### config.mk
export PLATFORM = sky130hd
export DESIGN_NAME = dm_arbiter_flat
export DESIGN_NICKNAME = d
export VERILOG_FILES = /design/src/rtl/dm_arbiter_if.sv /design/src/rtl/dm_arbiter.sv /design/src/flat_wrapper.sv
export SDC_FILE = /design/constraint.sdc
export NUM_CORES = 1
export LEC_CHECK = 0
export ABC_AREA = 0
export BUFFER_PORTS_ARGS = -buffer_cell sky130_fd_sc_hd__buf_2
export CAP_MARGIN = 30
export CORE_ASPECT_RATIO = 0.75
export CORE_UTILIZATION = 47
export CTS_CLUSTER_SIZE = 40
export DETAILED_ROUTE_END_ITERATION = 10
export GPL_TIMING_DRIVEN = 0
export PLACE_DENSITY_LB_ADDON = 0.1
export SLEW_MARGIN = 20
export SYNTH_ARGS = -nofsm -noshare
export SYNTH_HDL_FRONTEND = slang
export SYNTH_SLANG_ARGS = --single-unit
### constraint.sdc
create_clock -name clk -period 2.1 [get_ports clk]
set_input_delay 0.315 -clock clk [delete_from_list [all_inputs] [get_ports clk]]
set_output_delay 0.315 -clock clk [all_outputs]
set_load 0.005 [all_outputs]
### src/rtl/dm_arbiter_if.sv
// ---------------------------------------------------------------------------
// dm_arbiter_if
// Bundles the three request/response groups around the data-memory arbiter:
//   pipeline MEM stage : p_rd, p_wr, p_addr, p_wdata -> p_stall, p_done, p_rdata
//   loader/debug port  : l_req, l_wr, l_addr, l_wdata -> l_done, l_rdata
//   single-port DM     : dm_rd, dm_wr, dm_addr, dm_wdata <- dm_rdata
// Modports:
//   slave  : the arbiter's view (takes requests, drives the DM)
//   master : the surrounding system's view (pipeline, loader and DM model)
// ---------------------------------------------------------------------------
interface dm_arbiter_if #(
    parameter int DATA_WIDTH = 16,
    parameter int ADDR_WIDTH = 8
);
    // Pipeline MEM stage
    logic                  p_rd;
    logic                  p_wr;
    logic [ADDR_WIDTH-1:0] p_addr;
    logic [DATA_WIDTH-1:0] p_wdata;
    logic                  p_stall;
    logic                  p_done;
    logic [DATA_WIDTH-1:0] p_rdata;

    // Loader / debug port
    logic                  l_req;
    logic                  l_wr;
    logic [ADDR_WIDTH-1:0] l_addr;
    logic [DATA_WIDTH-1:0] l_wdata;
    logic                  l_done;
    logic [DATA_WIDTH-1:0] l_rdata;

    // Single-port data memory
    logic                  dm_rd;
    logic                  dm_wr;
    logic [ADDR_WIDTH-1:0] dm_addr;
    logic [DATA_WIDTH-1:0] dm_wdata;
    logic [DATA_WIDTH-1:0] dm_rdata;

    modport slave (
        input  p_rd, p_wr, p_addr, p_wdata,
        output p_stall, p_done, p_rdata,
        input  l_req, l_wr, l_addr, l_wdata,
        output l_done, l_rdata,
        output dm_rd, dm_wr, dm_addr, dm_wdata,
        input  dm_rdata
    );

    modport master (
        output p_rd, p_wr, p_addr, p_wdata,
        input  p_stall, p_done, p_rdata,
        output l_req, l_wr, l_addr, l_wdata,
        input  l_done, l_rdata,
        input  dm_rd, dm_wr, dm_addr, dm_wdata,
        output dm_rdata
    );
endinterface

### src/rtl/dm_arbiter.sv
// ---------------------------------------------------------------------------
// dm_arbiter
// Shares one single-port data memory between the CPU pipeline MEM stage and a
// loader/debug port. One access is in flight at a time, sequenced by an
// IDLE -> CMD -> (WAIT x RD_LAT) -> RESP state machine. The pipeline has
// priority; a pipeline request with both p_rd and p_wr set is a write.
//
// Ports:
//   clk    in   single clock, rising edge
//   rst_n  in   asynchronous active-low reset
//   bus    slave modport of dm_arbiter_if (pipeline, loader and DM groups)
//   busy   out  high whenever the state machine is not in IDLE
//
// Parameters: DATA_WIDTH, ADDR_WIDTH, RD_LAT (DM read latency, 1..4),
//             STARVE_MAX (pipeline grants before the loader is forced in).
//
// Build option: define DM_ARB_STARVE_GUARD_EN to enable the loader starvation
// guard. Without it the loader is only served in IDLE cycles that carry no
// pipeline request.
// ---------------------------------------------------------------------------
module dm_arbiter #(
    parameter int DATA_WIDTH = 16,
    parameter int ADDR_WIDTH = 8,
    parameter int RD_LAT     = 2,
    parameter int STARVE_MAX = 4
) (
    input  logic        clk,
    input  logic        rst_n,
    dm_arbiter_if.slave bus,
    output logic        busy
);
    typedef enum logic [1:0] {IDLE, CMD, WAIT, RESP} stateT;

    // Counts RD_LAT-1 down to 0; three bits cover the legal RD_LAT range.
    localparam int WAIT_W = 3;

    stateT                 state;
    logic                  ownerLoader;   // owner of the access in flight
    logic                  isWrite;
    logic [WAIT_W-1:0]     waitCnt;

    logic                  pReq;
    logic                  anyReq;
    logic                  grantLoader;
    logic                  forceLoader;
    logic                  reqWrite;
    logic [ADDR_WIDTH-1:0] reqAddr;
    logic [DATA_WIDTH-1:0] reqWdata;

`ifdef DM_ARB_STARVE_GUARD_EN
    localparam int CNT_W = $clog2(STARVE_MAX + 1);

    // Pipeline grants taken while the loader kept waiting.
    logic [CNT_W-1:0] starveCnt;

    assign forceLoader = bus.l_req && (starveCnt == CNT_W'(STARVE_MAX));

    always_ff @(posedge clk or negedge rst_n) begin
        if (!rst_n) begin
            starveCnt <= '0;
        end else if (!bus.l_req) begin
            starveCnt <= '0;
        end else if (state == IDLE && anyReq) begin
            starveCnt <= grantLoader ? '0 : starveCnt + 1'b1;
        end
    end
`else
    assign forceLoader = 1'b0;
`endif

    // Winner selection for the IDLE cycle.
    // NOTE: every signal gets a value on every path through always_comb;
    // a missing assignment would infer a latch.
    always_comb begin
        pReq        = bus.p_rd | bus.p_wr;
        anyReq      = pReq | bus.l_req;
        grantLoader = bus.l_req & (~pReq | forceLoader);
        // p_rd together with p_wr falls through to a write.
        reqWrite    = grantLoader ? bus.l_wr    : bus.p_wr;
        reqAddr     = grantLoader ? bus.l_addr  : bus.p_addr;
        reqWdata    = grantLoader ? bus.l_wdata : bus.p_wdata;
    end

    // The pipeline is released only in the response cycle of its own access;
    // a loader access in flight holds it off just by occupying the DM.
    assign bus.p_stall = pReq & ~((state == RESP) & ~ownerLoader);

    // NOTE: sequential state uses non-blocking assignments so every register
    // samples pre-edge values, independent of statement order.
    always_ff @(posedge clk or negedge rst_n) begin
        if (!rst_n) begin
            state        <= IDLE;
            busy         <= 1'b0;
            ownerLoader  <= 1'b0;
            isWrite      <= 1'b0;
            waitCnt      <= '0;
            bus.dm_rd    <= 1'b0;
            bus.dm_wr    <= 1'b0;
            bus.dm_addr  <= '0;
            bus.dm_wdata <= '0;
            bus.p_done   <= 1'b0;
            bus.l_done   <= 1'b0;
            bus.p_rdata  <= '0;
            bus.l_rdata  <= '0;
        end else begin
            // Strobes are single-cycle; the states below raise them as needed.
            bus.dm_rd  <= 1'b0;
            bus.dm_wr  <= 1'b0;
            bus.p_done <= 1'b0;
            bus.l_done <= 1'b0;

            case (state)
                IDLE: begin
                    if (anyReq) begin
                        ownerLoader  <= grantLoader;
                        isWrite      <= reqWrite;
                        bus.dm_addr  <= reqAddr;
                        bus.dm_wdata <= reqWdata;
                        // Command strobe is registered so it lands in CMD.
                        bus.dm_rd    <= ~reqWrite;
                        bus.dm_wr    <= reqWrite;
                        busy         <= 1'b1;
                        state        <= CMD;
                    end
                end

                CMD: begin
                    if (isWrite) begin
                        bus.p_done <= ~ownerLoader;
                        bus.l_done <= ownerLoader;
                        state      <= RESP;
                    end else begin
                        waitCnt <= WAIT_W'(RD_LAT - 1);
                        state   <= WAIT;
                    end
                end

                WAIT: begin
                    if (waitCnt == '0) begin
                        // DM data is valid in the last WAIT cycle.
                        if (ownerLoader) begin
                            bus.l_rdata <= bus.dm_rdata;
                        end else begin
                            bus.p_rdata <= bus.dm_rdata;
                        end
                        bus.p_done <= ~ownerLoader;
                        bus.l_done <= ownerLoader;
                        state      <= RESP;
                    end else begin
                        waitCnt <= waitCnt - 1'b1;
                    end
                end

                RESP: begin
                    busy  <= 1'b0;
                    state <= IDLE;
                end

                default: begin
                    busy  <= 1'b0;
                    state <= IDLE;
                end
            endcase
        end
    end
endmodule

### src/flat_wrapper.sv
// flat-port wrapper written by rule: the top's interface ports become plain ports
module dm_arbiter_flat 
#(
    parameter int DATA_WIDTH = 16,
    parameter int ADDR_WIDTH = 8,
    parameter int RD_LAT     = 2,
    parameter int STARVE_MAX = 4
)
  (clk, rst_n, busy, bus_p_rd, bus_p_wr, bus_p_addr, bus_p_wdata, bus_p_stall, bus_p_done, bus_p_rdata, bus_l_req, bus_l_wr, bus_l_addr, bus_l_wdata, bus_l_done, bus_l_rdata, bus_dm_rd, bus_dm_wr, bus_dm_addr, bus_dm_wdata, bus_dm_rdata);
  dm_arbiter_if #(.DATA_WIDTH(DATA_WIDTH), .ADDR_WIDTH(ADDR_WIDTH)) bus_i ();
  input  logic clk;
  input  logic rst_n;
  output logic busy;
  input wire logic [$bits(bus_i.p_rd)-1:0] bus_p_rd;
  input wire logic [$bits(bus_i.p_wr)-1:0] bus_p_wr;
  input wire logic [$bits(bus_i.p_addr)-1:0] bus_p_addr;
  input wire logic [$bits(bus_i.p_wdata)-1:0] bus_p_wdata;
  output wire logic [$bits(bus_i.p_stall)-1:0] bus_p_stall;
  output wire logic [$bits(bus_i.p_done)-1:0] bus_p_done;
  output wire logic [$bits(bus_i.p_rdata)-1:0] bus_p_rdata;
  input wire logic [$bits(bus_i.l_req)-1:0] bus_l_req;
  input wire logic [$bits(bus_i.l_wr)-1:0] bus_l_wr;
  input wire logic [$bits(bus_i.l_addr)-1:0] bus_l_addr;
  input wire logic [$bits(bus_i.l_wdata)-1:0] bus_l_wdata;
  output wire logic [$bits(bus_i.l_done)-1:0] bus_l_done;
  output wire logic [$bits(bus_i.l_rdata)-1:0] bus_l_rdata;
  output wire logic [$bits(bus_i.dm_rd)-1:0] bus_dm_rd;
  output wire logic [$bits(bus_i.dm_wr)-1:0] bus_dm_wr;
  output wire logic [$bits(bus_i.dm_addr)-1:0] bus_dm_addr;
  output wire logic [$bits(bus_i.dm_wdata)-1:0] bus_dm_wdata;
  input wire logic [$bits(bus_i.dm_rdata)-1:0] bus_dm_rdata;
  assign bus_i.p_rd = bus_p_rd;
  assign bus_i.p_wr = bus_p_wr;
  assign bus_i.p_addr = bus_p_addr;
  assign bus_i.p_wdata = bus_p_wdata;
  assign bus_p_stall = bus_i.p_stall;
  assign bus_p_done = bus_i.p_done;
  assign bus_p_rdata = bus_i.p_rdata;
  assign bus_i.l_req = bus_l_req;
  assign bus_i.l_wr = bus_l_wr;
  assign bus_i.l_addr = bus_l_addr;
  assign bus_i.l_wdata = bus_l_wdata;
  assign bus_l_done = bus_i.l_done;
  assign bus_l_rdata = bus_i.l_rdata;
  assign bus_dm_rd = bus_i.dm_rd;
  assign bus_dm_wr = bus_i.dm_wr;
  assign bus_dm_addr = bus_i.dm_addr;
  assign bus_dm_wdata = bus_i.dm_wdata;
  assign bus_i.dm_rdata = bus_dm_rdata;
  dm_arbiter #(.DATA_WIDTH(DATA_WIDTH), .ADDR_WIDTH(ADDR_WIDTH), .RD_LAT(RD_LAT), .STARVE_MAX(STARVE_MAX)) u_core (.clk(clk), .rst_n(rst_n), .bus(bus_i), .busy(busy));
endmodule
* After elaboration in Yosys (flattened, before gate mapping) *
Index checks and enable logic that the tools add are counted.

cells by class
  add/subtract/negate cells = 1
  equality and inequality tests = 7
  muxes and demuxes = 22
  bitwise operators = 9
  reductions and logical operators = 10

operator list
  operator                                                                number
  16-bit 2-to-1 mux                                                       1
  1-bit 2-to-1 mux                                                        11
  3-bit AND reduction                                                     3
  8-bit 2-to-1 mux                                                        1
  2-bit case mux with 4 select lines                                      1
  3-bit 2-to-1 mux                                                        2
  1-bit case mux with 2 select lines                                      3
  3-bit case mux with 2 select lines                                      1
  2-bit AND reduction                                                     3
  2-bit equality test (second input constant)                             2
  2-bit 2-to-1 mux                                                        2
  2-bit by 1-bit != test with 1-bit output (second input constant)        2
  2-bit != test (second input constant)                                   2
  1-bit inverter                                                          4
  2-bit nonzero test                                                      2
  1-bit AND                                                               3
  3-bit zero test                                                         1
  3-bit by 1-bit subtractor with 3-bit output (second input constant)     1
  2-bit by 1-bit equality test with 1-bit output (second input constant)  1
  2-bit zero test                                                         1
  1-bit OR                                                                2

word-level totals
  register bits after elaboration = 68
  bits of input ports = 70
  output and inout port bits = 62
  word-level logic and storage cells = 62

* Longest topological paths before layout *
Gate-level depths: netlist (run 1).

  word-level depth = 7
  gate-level depth with buffers = 8
  depth with buffers taken out = 5

* Worst setup path before layout (run 1) *
Ideal clock, no wire load.

  path kind = register -> register
  from = register u_core.state[0]
  to = register u_core.bus.p_rdata[0]
  library setup time = 0.125 ns
  arrival = 1.648 ns
  required time = 1.975 ns
  setup slack = 0.327 ns
  cell stages (with the launch flop) = 9
  buffers on the path = 3
  clock period less this slack = 1.773 ns
  cell sequence = dfrtp_1 > inv_1 > ha_1 > buf_6 > and3b_4 > and2_4 > buf_6 > buf_12 > mux2_4

between the ends
  longest elaborated chain between the ends = 2

ends and longest elaborated chain
  element                        line                 text
  start: declaration             dm_arbiter.sv:37     stateT state;
  start signal: assignment       dm_arbiter.sv:92     state <= IDLE;
  start signal: assignment       dm_arbiter.sv:123    state <= CMD;
  start signal: assignment       dm_arbiter.sv:131    state <= RESP;
  2-bit equality test            dm_arbiter.sv:112    case (state)
  3-bit AND reduction (no line)  --
  end signal: assignment         dm_arbiter.sv:144    bus.p_rdata <= bus.dm_rdata;
  end: declaration               dm_arbiter_if.sv:41  output p_stall, p_done, p_rdata,

No other way between the ends.
A chain may end at the register's enable or synchronous reset.

* Worst setup path after layout (run 1) *
  from = register u_core.state[0]
  to = register u_core.bus.l_rdata[11]

between the ends
  longest elaborated chain between the ends = 2

ends and longest elaborated chain
  element                        line                 text
  2-bit equality test            dm_arbiter.sv:112
  3-bit AND reduction (no line)  --
  end signal: assignment         dm_arbiter.sv:142    bus.l_rdata <= bus.dm_rdata;
  end: declaration               dm_arbiter_if.sv:43  output l_done, l_rdata,

No other way between the ends.

==> implementation parameters, run 1 <==
Parameter                              Value

Job
  Maximum capacitance violations    0

Die
  Die boundary width    92.55 um
  Die Outline Area    0.006471 mm^2
  Initial Util    0.4911
  Area inside the core boundary    0.005886 mm^2
  Placement Rows    24
  Vertical die dimension    69.92 um
  Num ports    132

Min path
  Type of the tightest min-delay check    input pin to flip-flop
  Min-Delay Path Depth    3

Synth
  Flip-flop cell with the highest count after synthesis    sky130_fd_sc_hd__dfrtp_1
  Fraction of synthesized cell area in xor and xnor cells    0
  Post-Synth Adder-Cell Area    0.02597
  Biggest area contributors in the synthesized netlist    sky130_fd_sc_hd__dfrtp_1 (59%), sky130_fd_sc_hd__mux2_2 (9.0%), sky130_fd_sc_hd__nor2_1 (6.8%)
  Share of the synthesized area in compound gates (AO/OA/AOI/OAI)    0.09177
  Yosys reg bits    68
  Main combinational cell family by area after synthesis    multiplexers
  Cell variety after synth    38
  Mean Syn Cell Area    12.20 um^2
  Area fraction of the dominant cell type after synthesis    0.5887
  Leading post-synthesis cells by instance count    sky130_fd_sc_hd__dfrtp_1 (68), sky130_fd_sc_hd__nor2_1 (52), sky130_fd_sc_hd__o22ai_1 (24)
  Warning count from the yosys run    0
  Net count of the mapped netlist    313
  Mux cell area share after synthesis    0.1450
  Post-synthesis simple-gate area fraction    0.1121
  Post-synthesis cell count    237
  Most area-hungry cell type in the Yosys netlist    sky130_fd_sc_hd__dfrtp_1
  Number of enable flip-flop cells after synthesis    0
  Ys async rst share    1.000
  Most used standard cell by instance count after synthesis    sky130_fd_sc_hd__dfrtp_1
  Mapped Area    0.002890 mm^2
  Sequential element share of the synthesized area    0.5887

Critical path
  Number of cells on the worst reg-to-reg path    7
  Crit start category    flip-flop
  Type of element capturing the critical path    flip-flop
  Cell chain of the critical path    inv_1 > ha_1 > buf_6 > and3b_4 > nand2_2 > buf_2 > mux2_2
  Data required time at the worst endpoint    2.32 ns
  Crit-path leading delay family    buffers and inverters
  Maximum fanout along the worst path    10
  Setup CP Type    flip-flop to flip-flop
  CP max stage delay    0.40 ns
  Critical-path cell with the highest stage delay    sky130_fd_sc_hd__dfrtp_1
  Sum of buffers and inverters on the critical path    3
  CP Depth    7
  Worst endpoint data arrival time    2.16 ns

STA
  Unrepaired setup endpoints after global routing    no
  Final critical-path required period    1.946 ns
  Number of max-slew violations in the final report    0
  Total Negative Setup Slacks    0 ns
  Largest clock skew in the final design    0.01197 ns
  Share of the clock period used by the worst path    0.9269
  Count of final hold-check violations    0
  Maximum clock frequency    0.5138 GHz
  Setup Viol. Count Final    0
  Transition time at the pin with the least slew margin    0.6639 ns
  Worst rel slew slack    0.5535

Layout
  Area of combinational cells with multiple inputs    0.001084 mm^2
  Fraction of layout cells with a size suffix above 1    0.5000
  Sequential cell area in the final layout    0.001702 mm^2
  Relative area change from synthesis to final layout    34.46%
  Total number of nets in the final design    457
  Diode count    0
  Fill cell count    515
  Final instance count without filler cells    464

Routing
  Number of detailed-routing iterations run before antenna repair    4
  Via Count    2272
  Remaining antenna violation count    0
  Number of design rule violations left after detail routing    0
  Via count normalized by instance count    4.897
  DRC violation total after the first TritonRoute iteration    82
  Routed wire length    6415 um
  Average wire length per cell after detail routing    13.83 um

Clocking
  Clock Pin Slew Worst Setup and Hold Paths    0.07 ns
  Bufs on Longest Clock Path    2
  Clock latency of the later-clocked register in the worst-skew pair    0.33 ns
  CTS H-Tree Depth    3
  Number of buffers inserted to repair setup after CTS    0
  Root cell of the clock tree    sky130_fd_sc_hd__clkbuf_8
  TritonCTS buffer count    9
  Clk sink count    68
  Clock tree from TritonCTS    yes
  Cells resized by post-CTS repair    0

Placed design
  Buffers added on ports    131
  Cell total after placement    447
  Global placement routability congestion    0.7764
  Total half-perimeter wirelength after legalization and detailed placement    4740 um

Global routing
  Global-route wire length before repair    10840 um
  Number of antenna violations at the first check in global routing    0
  Total Routing Usage GR    0.2181
  Vias in the first global route    2328
  Leftover overflow at the end of global routing    0
  Largest net degree at the start of global routing    52

Run status
  Status    finished, final reports clean

Power
  Max rail drop VDD    778.1 uV
  Power density over the cells    1423 mW/mm^2
  Leakage component of the power    1.916 nW
-- layout by cell type (no fill, tap or decap), types with 4 or more instances in the layout --
cell and n:
sky130_fd_sc_hd__buf_2 135, sky130_fd_sc_hd__dfrtp_1 68, sky130_fd_sc_hd__o21ai_0 4, sky130_fd_sc_hd__o22ai_1 24, sky130_fd_sc_hd__mux2_4 10, sky130_fd_sc_hd__inv_1 6
sky130_fd_sc_hd__ha_1 6, sky130_fd_sc_hd__nor2_1 52, sky130_fd_sc_hd__clkbuf_1 5, sky130_fd_sc_hd__clkbuf_8 11, sky130_fd_sc_hd__mux2_2 23
-- power by group --
part	leakage, nW	internal (mW)	switching, mW
sequential	0.798	1.94	0.335
combinational	1.02	1.17	1.00
clock	0.102	0.610	0.475
total	1.92	3.72	1.81
-- cells by family after synthesis --
logic type	Yosys count
compound gates	41
fa+ha+maj	6
flops	68
simple gates	70
mux	34
buf+inv	18
-- registers in the layout, summed over array words and instances, names as in the netlist --
signal and count:
u_core.state 2, u_core.bus.l_rdata 16, u_core.bus.p_done 1, u_core.waitCnt 3, u_core.isWrite 1, u_core.bus.dm_wdata 16, u_core.busy 1, u_core.bus.dm_addr 8
u_core.bus.l_done 1, u_core.ownerLoader 1, u_core.bus.dm_wr 1, u_core.bus.p_rdata 16, u_core.bus.dm_rd 1
-- area by class of cell --
| type | count | area share |
|---|---|---|
| Sequential cell | 68 | 0.4379 |
| Tap cell | 78 | 0.02511 |
| Buffer | 12 | 0.02125 |
| Timing Repair Buffer | 133 | 0.1790 |
| Inverter | 6 | 0.005795 |
| Multi-Input combinational cell | 151 | 0.2788 |
| Clock buffer | 12 | 0.03992 |
| Clock inverter | 4 | 0.01223 |
-- path summary, 6_finish.rpt --
kind,start,to,slack [ns]
max reg2reg,u_core.state[0],u_core.bus.l_rdata[11],0.15
min,bus_p_wdata[4],u_core.bus.dm_wdata[4],0.22
max in group asynchronous,rst_n,u_core.bus.dm_addr[6],1.18
min in group asynchronous,rst_n,u_core.bus.dm_rd,0.39
min reg2reg,u_core.ownerLoader,u_core.bus.p_done,0.45
max,u_core.state[0],u_core.bus.l_rdata[11],0.15
-- layer usage --
layer,up-vias,GRT usage,share of wire
li1,1120,-,-
met1,1077,0.2801,0.45
met2,65,0.3498,0.47
met3,10,0.07081,0.061
met4,0,0.07292,0.015
met5,-,0,0
-- metrics by stage --
stage,hold slack [ns],power [mW],cell area [um^2],utilization,setup slack (ns)
after CTS,0.2018,5.603,3886,0.6603,0.1285
after global placement,0.4676,4.390,3643,0.6190,0.1353
after global routing,0.2085,5.964,3886,0.6603,0.01312
after floorplan,0.01941,3.525,2890,-,0.3270
after detailed placement,0.2089,4.483,3674,0.6242,0.1297
final,0.2204,5.529,3886,0.6603,0.1535
-- worst reg2reg max path: cells and delay by family, from the launching register on --
family,cells,cell delay [ns]
AND/OR/NAND/NOR,2,0.35
adder cells (fa/ha/maj),1,0.21
flip-flops,1,0.40
multiplexers,1,0.36
buffers and inverters,3,0.51
-- repair_timing --
action,in CTS,in global routing
hold buffers,1,0
hold endpoints to repair,17,0
endpoints found under the setup margin,0,0
No activity file was read; power rests on OpenSTA's default activity.
==> inputs of run 2 (changes only) <==
Settings changed: CORE_UTILIZATION 47 to 31.
==> run 2 against run 1 <==
Final area increased by 4.2%. Clock skew down 0.0075 ns. Critical path depth did not move. Largest power group unchanged.
==> implementation parameters, run 2 (synthesis results as in run 1) <==
Parameter                              Value

Placed design
  Placed instance area    0.003729 mm^2 (+1.5%)
  Total half-perimeter wirelength after legalization and detailed placement    5014 um (+5.8%)
  Buffers added on ports    131 (unchanged)
  Global placement routability congestion    0.7625 (-1.8%)

STA
  Count of final hold-check violations    0 (unchanged)
  Maximum clock frequency    0.5118 GHz (-0.38%)
  Largest clock skew in the final design    0.004451 ns (-0.007521 ns)
  Hold_ws    0.2228 ns (+0.002447 ns)
  Share of the clock period used by the worst path    0.9304 (+0.003514)
  Final critical-path required period    1.954 ns (+0.007380 ns)
  Transition time at the pin with the least slew margin    0.6257 ns (-0.03813 ns)
  Setup Viol. Count Final    0 (unchanged)
  Worst rel slew slack    0.5791 (+0.02565)
  Unrepaired setup endpoints after global routing    no
  Number of max-slew violations in the final report    0 (unchanged)
  Total Negative Setup Slacks    0 ns (unchanged)

Clocking
  Root cell of the clock tree    sky130_fd_sc_hd__clkbuf_16
  Clock tree from TritonCTS    yes
  Number of buffers inserted to repair setup after CTS    0 (unchanged)
  CTS H-Tree Depth    3 (unchanged)
  Bufs on Longest Clock Path    2 (unchanged)
  Clock latency of the later-clocked register in the worst-skew pair    0.33 ns (about the same)
  Clk sink count    68 (unchanged)
  TritonCTS buffer count    9 (unchanged)
  Clock Pin Slew Worst Setup and Hold Paths    0.05 ns (-0.02 ns)

Job
  Maximum capacitance violations    0 (unchanged)

Critical path
  Critical-path cell with the highest stage delay    sky130_fd_sc_hd__dfrtp_1
  Maximum fanout along the worst path    10 (unchanged)
  CP max stage delay    0.39 ns (about the same)
  Worst endpoint data arrival time    2.16 ns (about the same)
  Type of element capturing the critical path    flip-flop
  Setup CP Type    flip-flop to flip-flop
  Data required time at the worst endpoint    2.31 ns (about the same)
  Cell chain of the critical path    inv_1 > ha_1 > buf_6 > and3b_4 > nand2_2 > clkbuf_4 > mux2_2
  Crit start category    flip-flop
  Internal reg-to-reg setup slack    0.15 ns (about the same)

Global routing
  GRT met1 Usage    0.2004 (-0.07973)
  Global-route met2 utilization    0.2367 (-0.1131)
  Vias in the first global route    2333 (+0.21%)
  Met3 usage    0.06502 (-0.005788)
  Global route hottest layer    met2
  Global-route wire length before repair    11520 um (+6.2%)
  Largest net degree at the start of global routing    37 (-29%)
  Total Routing Usage GR    0.1564 (-0.06174)
  Number of antenna violations at the first check in global routing    0 (unchanged)
  Leftover overflow at the end of global routing    0 (unchanged)

Routing
  Via count normalized by instance count    4.386 (-10%)
  Via Count    2250 (-0.97%)
  Number of detailed-routing iterations run before antenna repair    4 (unchanged)
  Average wire length per cell after detail routing    13.28 um (-4.0%)
  Number of design rule violations left after detail routing    0 (unchanged)
  DRC violation total after the first TritonRoute iteration    72 (-12%)
  Routed wire length    6812 um (+6.2%)
  Remaining antenna violation count    0 (unchanged)

Layout
  Final Util    0.4476 (-0.2127)
  Sequential cell area in the final layout    0.001702 mm^2 (unchanged)
  Final instance area    0.004049 mm^2 (+4.2%)
  Fill cell count    880 (+71%)
  Relative area change from synthesis to final layout    40.09%
  Top Registers    u_core.bus.dm_wdata (16), u_core.bus.l_rdata (16), u_core.bus.p_rdata (16)
  Total number of nets in the final design    457 (unchanged)
  Area of combinational cells with multiple inputs    0.001084 mm^2 (unchanged)
  Commonest cells after routing, fill and taps aside    sky130_fd_sc_hd__buf_2 (134), sky130_fd_sc_hd__dfrtp_1 (68), sky130_fd_sc_hd__nor2_1 (52)
  Diode count    0 (unchanged)
  Fraction of layout cells with a size suffix above 1    0.5039 (+0.003896)
  Commonest non-fill, non-tap cell in the layout    sky130_fd_sc_hd__buf_2

Die
  Die Outline Area    0.009717 mm^2 (+50%)
  Area inside the core boundary    0.009046 mm^2 (+54%)
  Vertical die dimension    85.62 um (+22%)
  Die boundary width    113.5 um (+23%)
  Placement Rows    30 (+25%)
  Initial Util    0.3195 (-0.1716)
  Num ports    132 (unchanged)

Power
  Overall power after layout    5.972 mW (+8.0%)
  Leakage component of the power    1.970 nW (+2.8%)
  Power density over the cells    1475 mW/mm^2 (+3.7%)
  Max rail drop VDD    819.5 uV (+5.3%)

Min path
  Type of the tightest min-delay check    input pin to flip-flop

Run status
  Status    finished, final reports clean
## run 2: per-layer routing
metal  up-vias  wire length, um
met5         -                0
met1      1061             3243
li1       1116                -
met2        61             3009
met3        12              441
met4         0              119
## run 2: final cells by class
| type | instances | area share |
|---|---|---|
| buffer | 12 | 0.02194 |
| clock buffer | 14 | 0.06768 |
| clock inverter | 1 | 0.007417 |
| inverter | 6 | 0.005562 |
| multi-input combinational | 151 | 0.2676 |
| sequential | 68 | 0.4203 |
| tap | 128 | 0.03956 |
| timing repair buffer | 133 | 0.1700 |
## run 2: final timing paths
check	start	to	cells past startpoint
max	u_core.state[0]	u_core.bus.l_rdata[15]	7
min	bus_p_wdata[2]	u_core.bus.dm_wdata[2]	3
max reg2reg	u_core.state[0]	u_core.bus.l_rdata[15]	7
min reg2reg	u_core.waitCnt[1]	u_core.waitCnt[1]	1
max in group asynchronous	rst_n	u_core.bus.p_rdata[9]	3
min in group asynchronous	rst_n	u_core.bus.dm_rd	2
## run 2: through the flow
step	cells	worst slack, ns
global placement	496	0.08556
detailed placement	497	0.08789
finish	513	0.1462
CTS	513	0.07381
global route	513	0.02534
floorplan	237	0.3270
## run 2: where the power goes
| group | internal, mW | switching [mW] | leakage (nW) |
|---|---|---|---|
| clock network | 1.01 | 0.523 | 0.149 |
| logic | 1.17 | 1.01 | 1.02 |
| registers | 1.94 | 0.316 | 0.798 |
| total | 4.13 | 1.85 | 1.97 |
## run 2: what timing repair did
action | 4_1_cts | 5_1_grt
setup endpoints to repair | 0 | 22
resized for setup | 0 | 7
endpoints found under the hold margin | 32 | 0
hold buffers | 1 | 0
## run 2: critical path, delay by kind of cell, from the launching register on
family	cells	cell delay [ns]
adders and majority gates	1	0.22
buffers and inverters	3	0.50
DFF	1	0.39
muxes	1	0.35
and+or+nand+nor	2	0.36
